`config.mk`:
```
export PLATFORM = sky130hd
export DESIGN_NAME = if_map_ctrl
export DESIGN_NICKNAME = d
export VERILOG_FILES = /design/src/rtl/if_map_ctrl.sv
export SDC_FILE = /design/constraint.sdc
export NUM_CORES = 1
export LEC_CHECK = 0
export CAP_MARGIN = 40
export CORE_MARGIN = 4
export CORE_UTILIZATION = 48
export CTS_BUF_LIST = sky130_fd_sc_hd__clkbuf_4 sky130_fd_sc_hd__clkbuf_8
export DETAILED_ROUTE_END_ITERATION = 7
export PLACE_DENSITY = 0.84
export SETUP_SLACK_MARGIN = 0.3
export SYNTH_ARGS = -nofsm -noshare
export SYNTH_HDL_FRONTEND = slang
export SYNTH_SLANG_ARGS = --single-unit
```
`constraint.sdc`:
```
create_clock -name clk -period 1.9 [get_ports clk]
set_clock_uncertainty 0.15 [all_clocks]
set_input_delay 0.38 -clock clk [delete_from_list [all_inputs] [get_ports clk]]
set_output_delay 0.38 -clock clk [all_outputs]
set_load 0.005 [all_outputs]
```
`src/rtl/if_map_ctrl.sv`:
```
// if_map_ctrl: sequencing controller for the input-feature-map address generator.
// Loads a per-row start/end table through a valid/ready config port, then on
// start walks every configured row: load head, sweep kernel offsets, step head
// by the stride until the row-end compare fires, advance the row pointer until
// the last row completes. Reads leave through a valid/ready handshake.
//
// Ports:
//   clk, rst                    clock, synchronous active-high reset
//   cfg_valid/cfg_last/cfg_ready config beat handshake (row data goes straight to datapath)
//   start, kernel_last          run request, last kernel offset (latched on start)
//   row_end, finish_row         datapath compares (head+filter==end, row_ptr==last_row)
//   ld_input_head, sel, offset  head register control and kernel offset
//   ld_start, ld_end            start/end RAM writes at current row pointer
//   row_ptr_cnt_en, clr_row_ptr, ld_row_ptr  row-pointer counter / last-row register
//   rd_valid, rd_ready          read handshake; win_first/win_last qualify the read
//   busy, done, cfg_loaded, cfg_trunc        status
//
// ld_start, ld_end, row_ptr_cnt_en and ld_row_ptr are combinational: they must
// coincide with the config beat / compare result they act on. Everything else
// is registered.
module if_map_ctrl #(
  parameter int unsigned MAX_ROW       = 2,
  parameter int unsigned STRIDE_SIZE   = 2,
  parameter int unsigned ROW_PTR_WIDTH = (MAX_ROW > 1) ? $clog2(MAX_ROW) : 1
) (
  input  logic                   clk,
  input  logic                   rst,
  input  logic                   cfg_valid,
  input  logic                   cfg_last,
  output logic                   cfg_ready,
  input  logic                   start,
  input  logic [STRIDE_SIZE-1:0] kernel_last,
  input  logic                   row_end,
  input  logic                   finish_row,
  output logic                   ld_input_head,
  output logic                   sel,
  output logic [STRIDE_SIZE-1:0] offset,
  output logic                   ld_start,
  output logic                   ld_end,
  output logic                   row_ptr_cnt_en,
  output logic                   clr_row_ptr,
  output logic                   ld_row_ptr,
  output logic                   rd_valid,
  input  logic                   rd_ready,
  output logic                   win_first,
  output logic                   win_last,
  output logic                   busy,
  output logic                   done,
  output logic                   cfg_loaded,
  output logic                   cfg_trunc
);

  localparam logic [ROW_PTR_WIDTH-1:0] LAST_IDX = ROW_PTR_WIDTH'(MAX_ROW - 1);

  typedef enum logic [2:0] {
    IDLE, ARM, LOAD_HEAD, SWEEP, STEP, NEXT_ROW, DONE
  } state_t;

  state_t                   state;
  logic [STRIDE_SIZE-1:0]   kernel_last_q;
  logic [ROW_PTR_WIDTH-1:0] cfg_idx;

  logic                     cfg_accept_c;
  logic                     beat_last_c;
  logic [STRIDE_SIZE-1:0]   offset_inc_c;

  // Config beat acceptance; a beat is last when flagged or when the RAMs are full.
  assign cfg_accept_c = cfg_valid && cfg_ready;
  assign beat_last_c  = cfg_last || (cfg_idx == LAST_IDX);
  assign offset_inc_c = offset + STRIDE_SIZE'(1);

  // Datapath strobes that must line up with the current beat / compare.
  assign ld_start       = cfg_accept_c;
  assign ld_end         = cfg_accept_c;
  assign ld_row_ptr     = cfg_accept_c && beat_last_c;
  assign row_ptr_cnt_en = cfg_accept_c || ((state == NEXT_ROW) && !finish_row);

  // Controller state and registered outputs (each branch sets outputs for the next state).
  always_ff @(posedge clk) begin
    if (rst) begin
      state         <= IDLE;
      cfg_ready     <= 1'b1;
      ld_input_head <= 1'b0;
      sel           <= 1'b0;
      offset        <= '0;
      clr_row_ptr   <= 1'b0;
      rd_valid      <= 1'b0;
      win_first     <= 1'b0;
      win_last      <= 1'b0;
      busy          <= 1'b0;
      done          <= 1'b0;
      cfg_loaded    <= 1'b0;
      cfg_trunc     <= 1'b0;
      kernel_last_q <= '0;
      cfg_idx       <= '0;
    end else begin
      cfg_ready     <= 1'b0;
      ld_input_head <= 1'b0;
      sel           <= 1'b0;
      clr_row_ptr   <= 1'b0;
      rd_valid      <= 1'b0;
      win_first     <= 1'b0;
      win_last      <= 1'b0;
      done          <= 1'b0;

      case (state)
        IDLE: begin
          cfg_ready <= 1'b1;
          if (cfg_accept_c) begin
            // First beat of a new table invalidates the previous one.
            if (cfg_idx == '0) begin
              cfg_loaded <= 1'b0;
              cfg_trunc  <= 1'b0;
            end
            if (beat_last_c) begin
              state       <= ARM;
              cfg_ready   <= 1'b0;
              clr_row_ptr <= 1'b1;
              cfg_idx     <= '0;
              if (!cfg_last) cfg_trunc <= 1'b1;
            end else begin
              cfg_idx <= cfg_idx + ROW_PTR_WIDTH'(1);
            end
          end else if (start && cfg_loaded) begin
            state         <= LOAD_HEAD;
            cfg_ready     <= 1'b0;
            kernel_last_q <= kernel_last;
            busy          <= 1'b1;
            ld_input_head <= 1'b1;
            sel           <= 1'b1;
          end
        end

        ARM: begin
          state      <= IDLE;
          cfg_ready  <= 1'b1;
          cfg_loaded <= 1'b1;
        end

        LOAD_HEAD, STEP: begin
          state     <= SWEEP;
          rd_valid  <= 1'b1;
          win_first <= 1'b1;
          win_last  <= (kernel_last_q == '0);
        end

        SWEEP: begin
          rd_valid  <= 1'b1;
          win_first <= win_first;
          win_last  <= win_last;
          if (rd_ready) begin
            if (win_last) begin
              rd_valid  <= 1'b0;
              win_first <= 1'b0;
              win_last  <= 1'b0;
              offset    <= '0;
              if (row_end) begin
                state <= NEXT_ROW;
              end else begin
                state         <= STEP;
                ld_input_head <= 1'b1;
              end
            end else begin
              offset    <= offset_inc_c;
              win_first <= 1'b0;
              win_last  <= (offset_inc_c == kernel_last_q);
            end
          end
        end

        NEXT_ROW: begin
          if (finish_row) begin
            state       <= DONE;
            done        <= 1'b1;
            clr_row_ptr <= 1'b1;
          end else begin
            state         <= LOAD_HEAD;
            ld_input_head <= 1'b1;
            sel           <= 1'b1;
          end
        end

        DONE: begin
          state     <= IDLE;
          cfg_ready <= 1'b1;
          busy      <= 1'b0;
        end

        default: begin
          state     <= IDLE;
          cfg_ready <= 1'b1;
        end
      endcase
    end
  end

endmodule
```
Yosys cells after proc, flatten, opt, wreduce, memory -nomap -nowiden
Cells that the tools add are included.
{ "totals": {"register_bits": 19, "input_bits": 10, "output_inout_bits": 17, "elab_cells": 97} }
{ "op_classes": {"n_addsub": 2, "eq_ne": 15, "n_mux": 43, "bitwise": 2, "reduce_logical": 20} }
{ "ops": {"columns": ["op", "count"], "rows": [
  ["two-way mux 1 bit", 26],
  ["two-way mux 3 bit", 6],
  ["one-hot mux 1 bit (2 select lines)", 8],
  ["inequality test 2 bit (second input constant)", 6],
  ["one-hot mux 3 bit (4 select lines)", 1],
  ["== test 3 bit (second input constant)", 3],
  ["AND reduction 3 bit", 3],
  ["== test 3 x 2 -> 1 bit (second input constant)", 2],
  ["inequality test 3 bit (second input constant)", 2],
  ["logical AND 1 bit", 4],
  ["AND reduction 2 bit", 2],
  ["AND reduction 4 bit", 1],
  ["nonzero test 2 bit", 2],
  ["OR reduction 2 bit", 2],
  ["OR reduction 4 bit", 1],
  ["== test 3 x 1 -> 1 bit (second input constant)", 1],
  ["logical NOT 3 bit", 1],
  ["one-hot mux 1 bit (3 select lines)", 1],
  ["adder 2 x 1 -> 2 bit (second input constant)", 1],
  ["== test 2 bit", 1],
  ["logical NOT 2 bit", 1],
  ["logical OR 1 bit", 2],
  ["two-way mux 2 bit", 1],
  ["inverter 1 bit", 2],
  ["other kinds (2)", 2]
]} }

Depth between registers and ports, before layout
{ "depth": {"depth_word": 5, "mapped_depth": 5, "ltp_nobuf": 5} }

Least setup slack after synthesis
No wires, ideal clock.
{ "synth_timing": {"path_kind": "register to register", "start": "reg state[2]", "end": "reg offset[1]", "arrival_time_ns": 1.307, "slack_ns": 0.369, "path_stages_with_launch": 6, "period_less_slack_ns": 1.531, "cell_sequence": "dfxtp_1 > buf_4 > nor2b_4 > nand3_2 > or4b_1 > a31oi_1"} }
{ "synth_between": {"elab_chain_cells": 2} }
{ "synth_lines": {"columns": ["item", "line", "text"], "rows": [
  ["start: declaration", "59", "state_t state;"],
  ["start signal: assignment", "81", "state <= IDLE;"],
  ["start signal: assignment", "116", "state <= ARM;"],
  ["start signal: assignment", "125", "state <= LOAD_HEAD;"],
  ["== test 3 x 2 -> 1 bit", "106", "case (state)"],
  ["AND reduction 2 bit (no line)", null, null],
  ["end signal: assignment", "164", "offset <= offset_inc_c;"],
  ["end: declaration", "37", "output logic [STRIDE_SIZE-1:0] offset,"]
]} }
No other way between the ends.
A chain may end at the register's enable or synchronous reset.

Worst setup path after layout
{ "layout_timing": {"start": "reg state[2]", "end": "reg ld_input_head"} }
{ "layout_between": {"elab_chain_cells": 2, "elab_cells_between_ends": 4} }
{ "layout_lines": {"columns": ["item", "line", "text"], "rows": [
  ["== test 3 bit (tied with other cells)", "106", null],
  ["one-hot mux 1 bit (3 select lines) *", "106", null],
  ["end signal: assignment", "98", "ld_input_head <= 1'b0;"],
  ["end signal: assignment", "129", "ld_input_head <= 1'b1;"],
  ["end signal: assignment", "161", "ld_input_head <= 1'b1;"],
  ["end: declaration", "35", "output logic ld_input_head,"]
]} }
Every way passes the cells marked *; elsewhere a longest branch is shown, timed or not.

==> qor.yml <==
route:
  drtPass1Iterations: 5
  first_iter_violations: 55
  avgViaCountPerCell: 5.59
  post_drt_wl_per_cell_um: 16.0
  vias: 1062
  drc_errors: 0
  wirelength_mm: 3.05
  drtAntennaViolNets: 0
floorplan:
  core-area_um2: 1760
  start_util: 0.519
  die_w_um: 51.7
  io_pins: 27
  die_y_um: 51.7
  die-area_um2: 2670
  num_rows: 15
timing:
  setup_viol: 0
  period_needed_ps: 1690
  tightest_slew_ps: 578
  setup-tns-final_ps: 0
  clock.fmax_ghz: 0.593
  rsz0062_at_grt: "yes"
  period_share: 0.888
  slew_violations: 0
  final_hold_viol_count: 0
  maxSlewHeadroom: 0.611
  final.hold.worst_slack_ps: 338
power_and_ir_drop:
  power_mw: 0.927
  ir_drop_v: 0.000439
  power.density_nw_per_um2: 618
  cellLeakagePower_nw: 0.668
global_route:
  grt_max_degree: 13
  grt_pass1_vias: 972
  grt_pass1_wl_mm: 4.32
  grt_antenna_before_repair: 0
  grt_overflow: 0
  grt_usage: 0.216
setup_path:
  reg2reg_from: "state[2]"
  crit_required_ps: 1970
  critPathLaunch: "state[2]"
  rr_worst_depth: 5
  startpoint_type: "flop"
  criticalPathCategory: "flop to flop"
  cp_max_fo: 7
  cp.arrival_ps: 1750
  end_kind: "flop"
synthesis:
  synth_cells: 109
  async_flop_share: 0
  ys_types: 35
  ys_ff_latch: 19
  syn_area_um2: 916
  synth.avg_cell_area_um2: 8.40
  seq_area_frac_synth: 0.415
  synth-main-ff-cell: "dfxtp_1"
  synth_nets: 119
  ys.warnings.count: 0
  synth_edf_count: 0
clock_tree:
  cts_buffer_depth: 2
  numClockSinks: 19
  clk_latency_ps: 300
  cts_buffers: 3
  clk_pin_slew_ps: 110
  ctsRootBufferMaster: "clkbuf_4"
  tritoncts: "done"
  htreeDepth: 1
  cts_hold_buf: 0
placement:
  finalWeightedCongestion: 0.845
  portBuffers: 26
  dp.final_hpwl_mm: 1.76
  dp.cells: 166
worst_hold_path:
  holdPathStages: 3
  min-delay-start: "rd_ready"
  hold_path_class: "primary input to flop"
cells_and_area:
  final_common_cell: "buf_4"
  antenna_cells: 0
  layout_common_cells: "28 x buf_4, 16 x dlygate4sd2_1, 14 x nand2_1"
  nFillCells: 102
  stdcell_count: 190
  fin_nets: 176
  syn2layout_area_growth_pct: 63.9
  drive_gt1_frac: 0.364
  post-route-util: 0.851
run_status:
  outcome: "finished, final reports clean"
run:
  maxCapViolCount: 0
[layer usage]
layer  wire length (um)  part of all wire  vias to the layer above  GRT usage
li1                   -                 -                      494          -
met1               1240              0.41                      487      0.268
met2               1470              0.48                       63      0.350
met3                211             0.069                       18     0.0401
met4                123             0.040                        0      0.118
met5                  0                 0                        -          0
[flip-flops by register name, indices dropped and copies added (netlist names)]
register,count
kernel_last_q,2
cfg_trunc,1
offset,2
ld_input_head,1
cfg_loaded,1
busy,1
cfg_ready,1
cfg_idx,1
sel,1
done,1
state,3
clr_row_ptr,1
win_first,1
rd_valid,1
win_last,1
[worst max-delay path: stages (launching register included)]
cell      delay, ps
dfxtp_2         350
buf_8           140
or3_4           390
nor3_4          250
a31oi_1         100
a211oi_1        220
[path summary, 6_finish.rpt]
check        slack (ps)       endpoint
max                 210  ld_input_head
min                 340      win_first
max reg2reg         210  ld_input_head
min reg2reg         350      cfg_trunc
[where the power goes]
group	switching, mW	internal [mW]	total (mW)
registers	0.0174	0.423	0.441
logic	0.133	0.151	0.284
clock network	0.124	0.0785	0.202
[cell usage after synthesis, types with 2 or more instances]
library cell | n | share of area
a21oi_1 | 10 | 0.055
o21ai_0 | 6 | 0.033
nand2_1 | 15 | 0.061
inv_1 | 2 | 0.0082
nor2_1 | 11 | 0.045
mux2i_1 | 5 | 0.055
nand2b_1 | 4 | 0.027
nand3_1 | 2 | 0.011
clkbuf_1 | 3 | 0.012
nor3_1 | 5 | 0.027
dfxtp_1 | 19 | 0.42
a31oi_1 | 3 | 0.020
buf_4 | 2 | 0.016
[final cells by class]
| class | count | area [um2] | share of cell area |
|---|---|---|---|
| Sequential cell | 19 | 402 | 0.267 |
| Clock buffer | 3 | 22.5 | 0.0150 |
| Multi-Input combinational cell | 82 | 533 | 0.355 |
| Tap cell | 25 | 31.3 | 0.0208 |
| Inverter | 2 | 7.51 | 0.00500 |
| Clock inverter | 1 | 5.00 | 0.00333 |
| Timing Repair Buffer | 58 | 500 | 0.333 |
[what timing repair did]
action                                  in CTS  in global routing
buffers inserted                            11                  9
gates resized for setup                     45                 11
pin swaps                                    5                  4
endpoints found under the setup margin      25                  9
[cell families after synthesis]
group	Yosys count	share of synthesized area
xor+xnor	2	0.0191
flops	19	0.415
simple gates	47	0.275
mux	5	0.0546
buf+inv	8	0.0492
compound gates	28	0.187
[metrics by stage]
stage	setup slack [ps]	cell area (um2)
after floorplan	369	916
after global placement	-245	1260
after detailed placement	-263	1260
after CTS	168	1380
after global routing	98.3	1500
final	212	1500
Note: power is estimated with default switching activity, not from simulation.
